==> src/rtl/spi_pkg.sv <==
// ============================================================================
// Module   : spi_pkg
// Brief    : Shared constants and read-FSM state type for the SPI command buffer.
// Revision : 1.0
// ============================================================================
`default_nettype none

package spi_pkg;

    localparam int CMD_BYTE_W = 8;

`ifdef SPI_CMD_BUFFER_CKSUM_EN
    typedef enum logic [1:0] {
        RD_IDLE    = 2'd0,
        RD_LOAD    = 2'd1,
        RD_PRESENT = 2'd2,
        RD_CKSUM   = 2'd3
    } rd_state_t;
`else
    typedef enum logic [1:0] {
        RD_IDLE    = 2'd0,
        RD_LOAD    = 2'd1,
        RD_PRESENT = 2'd2
    } rd_state_t;
`endif

endpackage

`default_nettype wire

==> src/rtl/spi_cmd_ram.sv <==
// ============================================================================
// Module   : spi_cmd_ram
// Brief    : DEPTH x W storage, one write port, one registered read port
//            with synchronous clear of the read register.
// Revision : 1.0
// ============================================================================
`default_nettype none

module spi_cmd_ram #(
    parameter int DEPTH = 16,
    parameter int AW    = 4,
    parameter int W     = 9
) (
    input  logic          clk,
    input  logic          rst,
    input  logic          i_we,
    input  logic [AW-1:0] i_waddr,
    input  logic [W-1:0]  i_wdata,
    input  logic          i_re,
    input  logic [AW-1:0] i_raddr,
    output logic [W-1:0]  o_rdata
);

    logic [W-1:0] r_mem [DEPTH];
    logic [W-1:0] r_rdata;

    // Array contents are deliberately not reset; only the read register is.
    always_ff @(posedge clk) begin
        if (i_we) begin
            r_mem[i_waddr] <= i_wdata;
        end
    end

    always_ff @(posedge clk) begin
        if (rst) begin
            r_rdata <= '0;
        end else if (i_re) begin
            r_rdata <= r_mem[i_raddr];
        end
    end

    assign o_rdata = r_rdata;

endmodule

`default_nettype wire

==> src/rtl/spi_cmd_buffer.sv <==
// ============================================================================
// Module   : spi_cmd_buffer
// Brief    : Packet-oriented command byte buffer feeding an SPI consumer.
//            Optional XOR checksum byte: define SPI_CMD_BUFFER_CKSUM_EN.
// Revision : 1.0
// ============================================================================
`default_nettype none

module spi_cmd_buffer
    import spi_pkg::*;
#(
    parameter int DEPTH = 16,
    parameter int AW    = 4
) (
    input  logic                  clk,
    input  logic                  rst,
    input  logic                  wr_en,
    input  logic [CMD_BYTE_W-1:0] wr_data,
    input  logic                  wr_last,
    input  logic                  mem_enable,
    input  logic                  next_cmd,
    output logic [CMD_BYTE_W-1:0] data_out,
    output logic                  last_byte,
    output logic                  pkt_avail,
    output logic                  overflow
);

    localparam logic [AW:0] C_ONE   = (AW+1)'(1);
    localparam logic [AW:0] C_DEPTH = (AW+1)'(DEPTH);

    // Pointers carry one extra bit so a full buffer differs from an empty one.
    logic [AW:0]           r_wr_ptr;
    logic [AW:0]           r_commit_ptr;
    logic [AW:0]           r_rd_ptr;
    logic [AW:0]           r_base;
    logic [AW:0]           r_pkt_cnt;
    logic                  r_drop;
    logic                  r_overflow;
    logic                  r_pkt_avail;
    rd_state_t             r_state;
    logic [CMD_BYTE_W:0]   w_ram_q;
    logic [AW:0]           w_fill;
    logic                  w_full;
    logic                  w_wr_accept;
    logic                  w_commit;
    logic                  w_rd_done;
    logic [AW:0]           w_cnt_next;
`ifdef SPI_CMD_BUFFER_CKSUM_EN
    logic [CMD_BYTE_W-1:0] r_cksum;
`endif

    assign w_fill      = r_wr_ptr - r_base;
    assign w_full      = (w_fill == C_DEPTH);
    assign w_wr_accept = wr_en && !r_drop && !w_full;
    assign w_commit    = w_wr_accept && wr_last;

    spi_cmd_ram #(
        .DEPTH (DEPTH),
        .AW    (AW),
        .W     (CMD_BYTE_W + 1)
    ) u_ram (
        .clk     (clk),
        .rst     (rst),
        .i_we    (w_wr_accept),
        .i_waddr (r_wr_ptr[AW-1:0]),
        .i_wdata ({wr_last, wr_data}),
        .i_re    (r_state == RD_LOAD),
        .i_raddr (r_rd_ptr[AW-1:0]),
        .o_rdata (w_ram_q)
    );

    // A byte arriving at a full buffer kills the whole packet in progress.
    always_ff @(posedge clk) begin
        if (rst) begin
            r_wr_ptr     <= '0;
            r_commit_ptr <= '0;
            r_drop       <= 1'b0;
            r_overflow   <= 1'b0;
        end else if (wr_en) begin
            if (r_drop) begin
                if (wr_last) begin
                    r_drop <= 1'b0;
                end
            end else if (w_full) begin
                r_wr_ptr   <= r_commit_ptr;
                r_overflow <= 1'b1;
                r_drop     <= !wr_last;
            end else begin
                r_wr_ptr <= r_wr_ptr + C_ONE;
                if (wr_last) begin
                    r_commit_ptr <= r_wr_ptr + C_ONE;
                end
            end
        end
    end

    always_comb begin
        w_rd_done = 1'b0;
        if (mem_enable && next_cmd) begin
`ifdef SPI_CMD_BUFFER_CKSUM_EN
            w_rd_done = (r_state == RD_CKSUM);
`else
            w_rd_done = (r_state == RD_PRESENT) && w_ram_q[CMD_BYTE_W];
`endif
        end
    end

    always_comb begin
        w_cnt_next = r_pkt_cnt;
        if (w_commit && !w_rd_done) begin
            w_cnt_next = r_pkt_cnt + C_ONE;
        end else if (w_rd_done && !w_commit) begin
            w_cnt_next = r_pkt_cnt - C_ONE;
        end
    end

    always_ff @(posedge clk) begin
        if (rst) begin
            r_pkt_cnt   <= '0;
            r_pkt_avail <= 1'b0;
        end else begin
            r_pkt_cnt   <= w_cnt_next;
            r_pkt_avail <= (w_cnt_next != '0);
        end
    end

    // r_base marks the first byte of the packet being read; a session that
    // ends mid-packet rewinds to it so the packet is replayed in full.
    always_ff @(posedge clk) begin
        if (rst) begin
            r_state  <= RD_IDLE;
            r_rd_ptr <= '0;
            r_base   <= '0;
`ifdef SPI_CMD_BUFFER_CKSUM_EN
            r_cksum  <= '0;
`endif
        end else begin
            case (r_state)
                RD_IDLE: begin
                    if (mem_enable && r_pkt_avail) begin
                        r_state <= RD_LOAD;
`ifdef SPI_CMD_BUFFER_CKSUM_EN
                        r_cksum <= '0;
`endif
                    end
                end
                RD_LOAD: begin
                    if (!mem_enable) begin
                        r_rd_ptr <= r_base;
                        r_state  <= RD_IDLE;
                    end else begin
                        r_state <= RD_PRESENT;
                    end
                end
                RD_PRESENT: begin
                    if (!mem_enable) begin
                        r_rd_ptr <= r_base;
                        r_state  <= RD_IDLE;
                    end else if (next_cmd) begin
                        r_rd_ptr <= r_rd_ptr + C_ONE;
`ifdef SPI_CMD_BUFFER_CKSUM_EN
                        r_cksum  <= r_cksum ^ w_ram_q[CMD_BYTE_W-1:0];
                        r_state  <= w_ram_q[CMD_BYTE_W] ? RD_CKSUM : RD_LOAD;
`else
                        if (w_ram_q[CMD_BYTE_W]) begin
                            r_base  <= r_rd_ptr + C_ONE;
                            r_state <= RD_IDLE;
                        end else begin
                            r_state <= RD_LOAD;
                        end
`endif
                    end
                end
`ifdef SPI_CMD_BUFFER_CKSUM_EN
                RD_CKSUM: begin
                    if (!mem_enable) begin
                        r_rd_ptr <= r_base;
                        r_state  <= RD_IDLE;
                    end else if (next_cmd) begin
                        r_base  <= r_rd_ptr;
                        r_state <= RD_IDLE;
                    end
                end
`endif
                default: r_state <= RD_IDLE;
            endcase
        end
    end

`ifdef SPI_CMD_BUFFER_CKSUM_EN
    assign data_out  = (r_state == RD_CKSUM) ? r_cksum : w_ram_q[CMD_BYTE_W-1:0];
    assign last_byte = (r_state == RD_CKSUM);
`else
    assign data_out  = w_ram_q[CMD_BYTE_W-1:0];
    assign last_byte = w_ram_q[CMD_BYTE_W];
`endif
    assign pkt_avail = r_pkt_avail;
    assign overflow  = r_overflow;

endmodule

`default_nettype wire

==> config.mk <==
export PLATFORM = sky130hd
export DESIGN_NAME = spi_cmd_buffer
export DESIGN_NICKNAME = d
export VERILOG_FILES = /design/src/rtl/spi_pkg.sv /design/src/rtl/spi_cmd_ram.sv /design/src/rtl/spi_cmd_buffer.sv
export SDC_FILE = /design/constraint.sdc
export NUM_CORES = 1
export LEC_CHECK = 0
export BUFFER_PORTS_ARGS = -buffer_cell sky130_fd_sc_hd__buf_4
export CAP_MARGIN = 5
export CORE_MARGIN = 10
export CORE_UTILIZATION = 30
export DETAILED_ROUTE_END_ITERATION = 12
export PLACE_DENSITY = 0.51
export SYNTH_ARGS = -nofsm -noshare
export SYNTH_HDL_FRONTEND = slang
export SYNTH_SLANG_ARGS = --single-unit
==> constraint.sdc <==
create_clock -name clk -period 5.7 [get_ports clk]
set_input_delay 0.285 -clock clk [delete_from_list [all_inputs] [get_ports clk]]
set_output_delay 0.285 -clock clk [all_outputs]
set_load 0.01 [all_outputs]
==> out/results.ini, run 1 <==
[run_status]
status = finished, final reports clean

[timing]
tns_ns = 0
finClkSkew_ns = 0.0129
max_slew_margin = 0.253
setup_viol = 0
worst_slew_pin_slew_ns = 1.12
period_share = 0.590
min_period_ns = 3.36
rsz0062_at_grt = no
drv_slew = 0
clock.fmax_mhz = 297
hold_viol_final = 0

[final_layout]
final_common_cell = edfxtp_1
nNetsFinal = 528
antenna_cells = 0
area_delta_synth_final_pct = 16.0
mostFrequentLayoutCells = edfxtp_1 (144), mux4_2 (45), nor2_1 (43)
drive_gt1_frac = 0.242

[clocking]
cts-root-buf = clkbuf_16
cts_tree = done
clock-sinks = 183
htree_levels = 4
cts_setup_buffers = 0
cts_buffers = 17
cts_buffer_depth = 2
post_cts_resized = 0
cts_hold_buf = 0
insertion_delay_ns = 0.44
path_clk_slew_ns = 0.07

[route]
via_per_inst = 4.86
wl_per_cell_um = 19.7
vias = 4083
drc = 0
routed_wirelength_um = 16600
first_iter_violations = 286
drt-pass1-iter-count = 5
antenna_left = 0

[global_routing]
grt_max_degree = 42
grt_pass1_wl_um = 25300
overflow = 0
grt_use_total = 0.108
grt_pass1_vias = 4184
grt_antenna_before_repair = 0

[synth]
synth_area_leader_cell = edfxtp_1
syn_inst = 471
synth_enable_flop_cells = 144
synth.avg_cell_area_sq_um = 15.9
synth-seq-cells = 183
yosys-top-cells-area = edfxtp_1 (58%), mux4_2 (14%), dfxtp_1 (10%)
ys_seq_area_frac = 0.682
yosysTopAreaCellShare = 0.577
synthArstFlopShare = 0
synthesis.area_sq_mm = 0.00749
synth_cell_types = 41
synthFlopType = edfxtp_1
synth_nets = 496
yosys_warnings = 0

[power_and_ir_drop]
p_leak_uw = 0.00275
power-per-cell-area_mw_per_mm2 = 320
ir_worst_vdd_mv = 0.168
p_total_uw = 2780

[placement]
gp_congestion = 0.763
dp_hpwl_um = 10800
io_buffer_count = 24

[die]
die_width_um = 178
fp.dieH_um = 178
start_util = 0.306
rows = 57
ioPinCount = 25
fp.coreArea_sq_mm = 0.0245
die-area_sq_mm = 0.0317

[worst_setup_path]
cp-end-kind = flop
cp-start-kind = flop
path_max_fanout = 17
timing.rr.end = pkt_avail$_SDFF_PP0_
worst_r2r_startpoint = r_wr_ptr[3]$_SDFFE_PP0P_
rr_worst_depth = 7
crit_arrival_ns = 3.68
crit_required_ns = 6.02
path_class = reg2reg
ff2ff_setup_slack_ns = 2.34

[min_path]
min_from = wr_en
min_delay_path_depth = 2
hp-class = in2reg
hold_path_end = r_drop$_SDFFE_PP0P_

[job]
drv_cap = 0

[cells by family (layout without fill, tap and decap cells)]
family                   count (synthesis)  after routing  share of synthesized area
flip-flops                             183            183                      0.682
AND/OR/NAND/NOR                        125            125                     0.0777
multiplexers                            56             56                      0.152
AO/OA/AOI/OAI                           53             53                     0.0426
buffers and inverters                   34             79                     0.0174
adder cells (fa/ha/maj)                 11             11                     0.0184
XOR/XNOR                                 9              9                     0.0105
[state kept, by name, indices dropped and copies added, names as in the netlist]
signal,flops
r_wr_ptr,5
r_state,2
r_commit_ptr,5
r_drop,1
r_pkt_cnt,5
pkt_avail,1
r_rd_ptr,5
u_ram.o_rdata,9
overflow,1
r_base,5
u_ram.r_mem,144
[per-layer routing]
layer	wire, um	global-route usage	vias to the layer above	part of all wire
li1	-	-	1865	-
met1	7420	0.143	2107	0.45
met2	7900	0.169	89	0.48
met3	960	0.0268	22	0.058
met4	281	0.0399	0	0.017
met5	0	0	-	0
[cell usage after synthesis (all sizes together), types with 7 or more instances]
master / n
a211oi: 9
a21oi: 31
buf: 7
clkbuf: 18
dfxtp: 39
edfxtp: 144
ha: 11
inv: 9
mux2i: 7
mux4: 45
nand2: 35
nor2: 44
nor3: 14
o21ai: 7
[report_power, final]
group	internal, uW	leakage (uW)	switching [uW]	total (uW)
registers	1460	0.00162	12.3	1470
logic	42.5	0.000837	65.9	108
clock network	630	0.000294	570	1200
[final cells by class]
| class | count | area (sq um) |
|---|---|---|
| inverters | 9 | 33.8 |
| well taps | 324 | 405 |
| clock inverters | 15 | 175 |
| fillers | 2315 | 15800 |
| multi-input cells | 254 | 2250 |
| flip-flops and latches | 183 | 5110 |
| repair buffers | 38 | 285 |
| clock buffers | 17 | 425 |
[worst max-delay path, stage by stage (launching register included)]
cell,delay [ns]
dfxtp_1,0.56
ha_1,0.34
a211o_1,0.31
a211oi_4,0.66
nor2_4,0.22
mux2_4,0.36
mux2_4,0.30
or4b_1,0.49
[worst max path at each step]
stage / startpoint / endpoint / slack, ns / depth (start not counted)
after floorplan: r_wr_ptr[1]$_SDFFE_PP0P_ / pkt_avail$_SDFF_PP0_ / 3.05 / 8
after global placement: r_wr_ptr[3]$_SDFFE_PP0P_ / pkt_avail$_SDFF_PP0_ / 2.43 / 7
after detailed placement: r_wr_ptr[3]$_SDFFE_PP0P_ / pkt_avail$_SDFF_PP0_ / 2.35 / 7
after CTS: r_wr_ptr[3]$_SDFFE_PP0P_ / pkt_avail$_SDFF_PP0_ / 2.36 / 7
after global routing: r_wr_ptr[3]$_SDFFE_PP0P_ / pkt_avail$_SDFF_PP0_ / 2.10 / 7
final: r_wr_ptr[3]$_SDFFE_PP0P_ / pkt_avail$_SDFF_PP0_ / 2.34 / 7
[metrics by stage]
step	utilization	instances	setup WS, ns	hold WS, ns	instance area, sq um
6_report	0.355	840	2.34	0.0529	8680
5_1_grt	0.355	840	2.10	0.0515	8680
4_1_cts	0.355	840	2.36	0.0337	8680
3_5_place_dp	0.330	808	2.35	0.449	8080
3_3_place_gp	0.330	808	2.43	0.447	8080
2_1_floorplan	-	471	3.05	0.381	7490
Note: power is estimated with default switching activity, not from simulation.
==> inputs of run 2 (changes only) <==
clock period = 3.2 ns   (was 5.7 ns; I/O delays follow)
==> run 2 against run 1 <==
  * Core utilization up 0.50 points
  * Critical path type unchanged
  * Sequential share of layout area down 0.81 points
  * Largest cell class unchanged
  * Die area unchanged
  * Largest power group unchanged
  * Highest routed layer unchanged
==> out/results.ini, run 2 (synthesized netlist as in run 1, its figures left out) <==
[route]
via_per_inst = 4.76  ; -2.0%
antenna_left = 0  ; unchanged
drc = 0  ; unchanged
drt-pass1-iter-count = 4  ; -1
routed_wirelength_um = 16600  ; +0.16%
vias = 4072  ; -0.27%
wl_per_cell_um = 19.4  ; -1.6%
first_iter_violations = 310  ; +8.4%

[timing]
drv_slew = 0  ; unchanged
setup_viol = 0  ; unchanged
rsz0062_at_grt = no
setup_slack_ns = 0.280  ; -2.06 ns
finClkSkew_ns = 0.0107  ; -0.00212 ns
clock.fmax_mhz = 342  ; +15%
period_share = 0.913  ; +0.323
max_slew_margin = 0.423  ; +0.169
min_period_ns = 2.92  ; -0.443 ns
worst_slew_pin_slew_ns = 0.865  ; -0.251 ns
hold_viol_final = 0  ; unchanged
tns_ns = 0  ; unchanged

[global_routing]
grt_antenna_before_repair = 0  ; unchanged
busiest_layer = met2
overflow = 0  ; unchanged
gr-usage-met1 = 0.148  ; +0.00487
use_met3 = 0.0262  ; -0.000634
grt_pass1_vias = 4318  ; +3.2%
grt_use_total = 0.110  ; +0.00202
use_met2 = 0.176  ; +0.00611
grt_max_degree = 42  ; unchanged
grt_pass1_wl_um = 26000  ; +2.5%

[clocking]
cts_tree = done
cts_buffer_depth = 2  ; unchanged
cts-root-buf = clkbuf_16
insertion_delay_ns = 0.43  ; about the same
clock-sinks = 183  ; unchanged
post_cts_resized = 0  ; unchanged
path_clk_slew_ns = 0.07  ; about the same
htree_levels = 4  ; unchanged
cts_setup_buffers = 0  ; unchanged
cts_buffers = 17  ; unchanged

[final_layout]
antenna_cells = 0  ; unchanged
drive_gt1_frac = 0.260  ; +0.0176
largest_reg_flops = 144  ; unchanged
top_register = u_ram.r_mem
utilization = 0.360  ; +0.00496
area_delta_synth_final_pct = 17.6
mostFrequentLayoutCells = edfxtp_1 (144), buf_4 (50), mux4_2 (45)
final_common_cell = edfxtp_1
nNetsFinal = 543  ; +2.8%

[job]
drv_cap = 0  ; unchanged

[die]
fp.coreArea_sq_mm = 0.0245  ; unchanged
rows = 57  ; unchanged
fp.dieH_um = 178  ; unchanged
ioPinCount = 25  ; unchanged
start_util = 0.306  ; unchanged
die_width_um = 178  ; unchanged
die-area_sq_mm = 0.0317  ; unchanged

[power_and_ir_drop]
switching_power_uw = 1120  ; +72%
clock_power_share = 0.425  ; -0.007
p_leak_uw = 0.00283  ; +2.8%
intPower_uw = 3780  ; +77%
power-per-cell-area_mw_per_mm2 = 556  ; +74%
ir_worst_vdd_mv = 0.311  ; +85%
pwr-share-comb = 0.040  ; about the same
switching_share = 0.228  ; -0.00508
seqPwrFrac = 0.535  ; +0.006

[worst_setup_path]
crit_required_ns = 3.51  ; -2.51 ns
worst_r2r_startpoint = r_wr_ptr[3]$_SDFFE_PP0P_
cp-start-kind = flop
timing.rr.end = pkt_avail$_SDFF_PP0_
crit_arrival_ns = 3.23  ; -0.45 ns
cp-end-kind = flop
rr_worst_depth = 7  ; unchanged
path_class = reg2reg
path_max_fanout = 15  ; -2
ff2ff_setup_slack_ns = 0.28  ; -2.06 ns

[placement]
dp_hpwl_um = 10800  ; +0.40%
io_buffer_count = 24  ; unchanged
gp_congestion = 0.745  ; -2.4%
dp_slack_ns = 0.308  ; -2.05 ns

[min_path]
hp-class = in2reg
min_from = mem_enable
min_delay_path_depth = 3  ; +1
hold_path_end = r_state[1]$_SDFFE_PP0P_

[run_status]
status = finished, final reports clean

run 2: cell count changes in the layout (fill, tap and decap cells not counted), sizes merged:
cell         before  now
buf              38   52
clkinv            4    5
dlygate4sd3       0    1
inv              18   17
run 2: power groups by stage:
stage	registers (uW)	clock network [uW]	logic, uW
after CTS	2620	2140	200
final	2620	2080	195
after floorplan	2670	0	107
after detailed placement	2670	0	198
after global routing	2630	2240	222
after global placement	2670	0	193
run 2: routing by layer:
metal | share of wire | vias up
met3 | 0.046 | 7
li1 | - | 1899
met4 | 0.0055 | 0
met5 | 0 | -
met1 | 0.45 | 2089
met2 | 0.49 | 77
run 2: cell type report:
type	instances	area (sq um)
clock buffers	17	425
clock inverters	15	156
fillers	2279	15700
inverters	9	33.8
multi-input cells	254	2250
flip-flops and latches	183	5110
well taps	324	405
repair buffers	53	425
run 2: repair_timing:
action | CTS | global route
setup endpoints to repair | 0 | 0
hold buffers | 1 | 0
endpoints found under the hold margin | 1 | 0
run 2: how the worst max path moves through the flow:
| stage | to | startpoint | slack [ns] | cells past startpoint |
|---|---|---|---|---|
| 3_3_place_gp | pkt_avail$_SDFF_PP0_ | r_wr_ptr[3]$_SDFFE_PP0P_ | 0.36 | 8 |
| 4_1_cts | pkt_avail$_SDFF_PP0_ | r_wr_ptr[3]$_SDFFE_PP0P_ | 0.29 | 7 |
| 2_1_floorplan | pkt_avail$_SDFF_PP0_ | r_wr_ptr[1]$_SDFFE_PP0P_ | 0.55 | 8 |
| 3_5_place_dp | pkt_avail$_SDFF_PP0_ | r_wr_ptr[3]$_SDFFE_PP0P_ | 0.31 | 7 |
| 6_report | pkt_avail$_SDFF_PP0_ | r_wr_ptr[3]$_SDFFE_PP0P_ | 0.28 | 7 |
| 5_1_grt | pkt_avail$_SDFF_PP0_ | r_wr_ptr[3]$_SDFFE_PP0P_ | 0.13 | 7 |
run 2: worst max-delay path: stages, from the launching register on:
cell      delay (ns)
dfxtp_1         0.56
ha_1            0.34
o211ai_1        0.31
a211oi_4        0.09
nor2_4          0.37
mux2_4          0.35
mux2_4          0.31
or4b_1          0.49
run 2: through the flow:
stage / hold WS (ns) / power, uW / cell area [sq um] / cells
after floorplan: 0.256 / 2780 / 7490 / 471
after global placement: 0.373 / 2870 / 8210 / 822
after detailed placement: 0.378 / 2870 / 8210 / 822
after CTS: 0.0106 / 4960 / 8810 / 855
after global routing: 0.0353 / 5090 / 8810 / 855
final: 0.0305 / 4900 / 8810 / 855
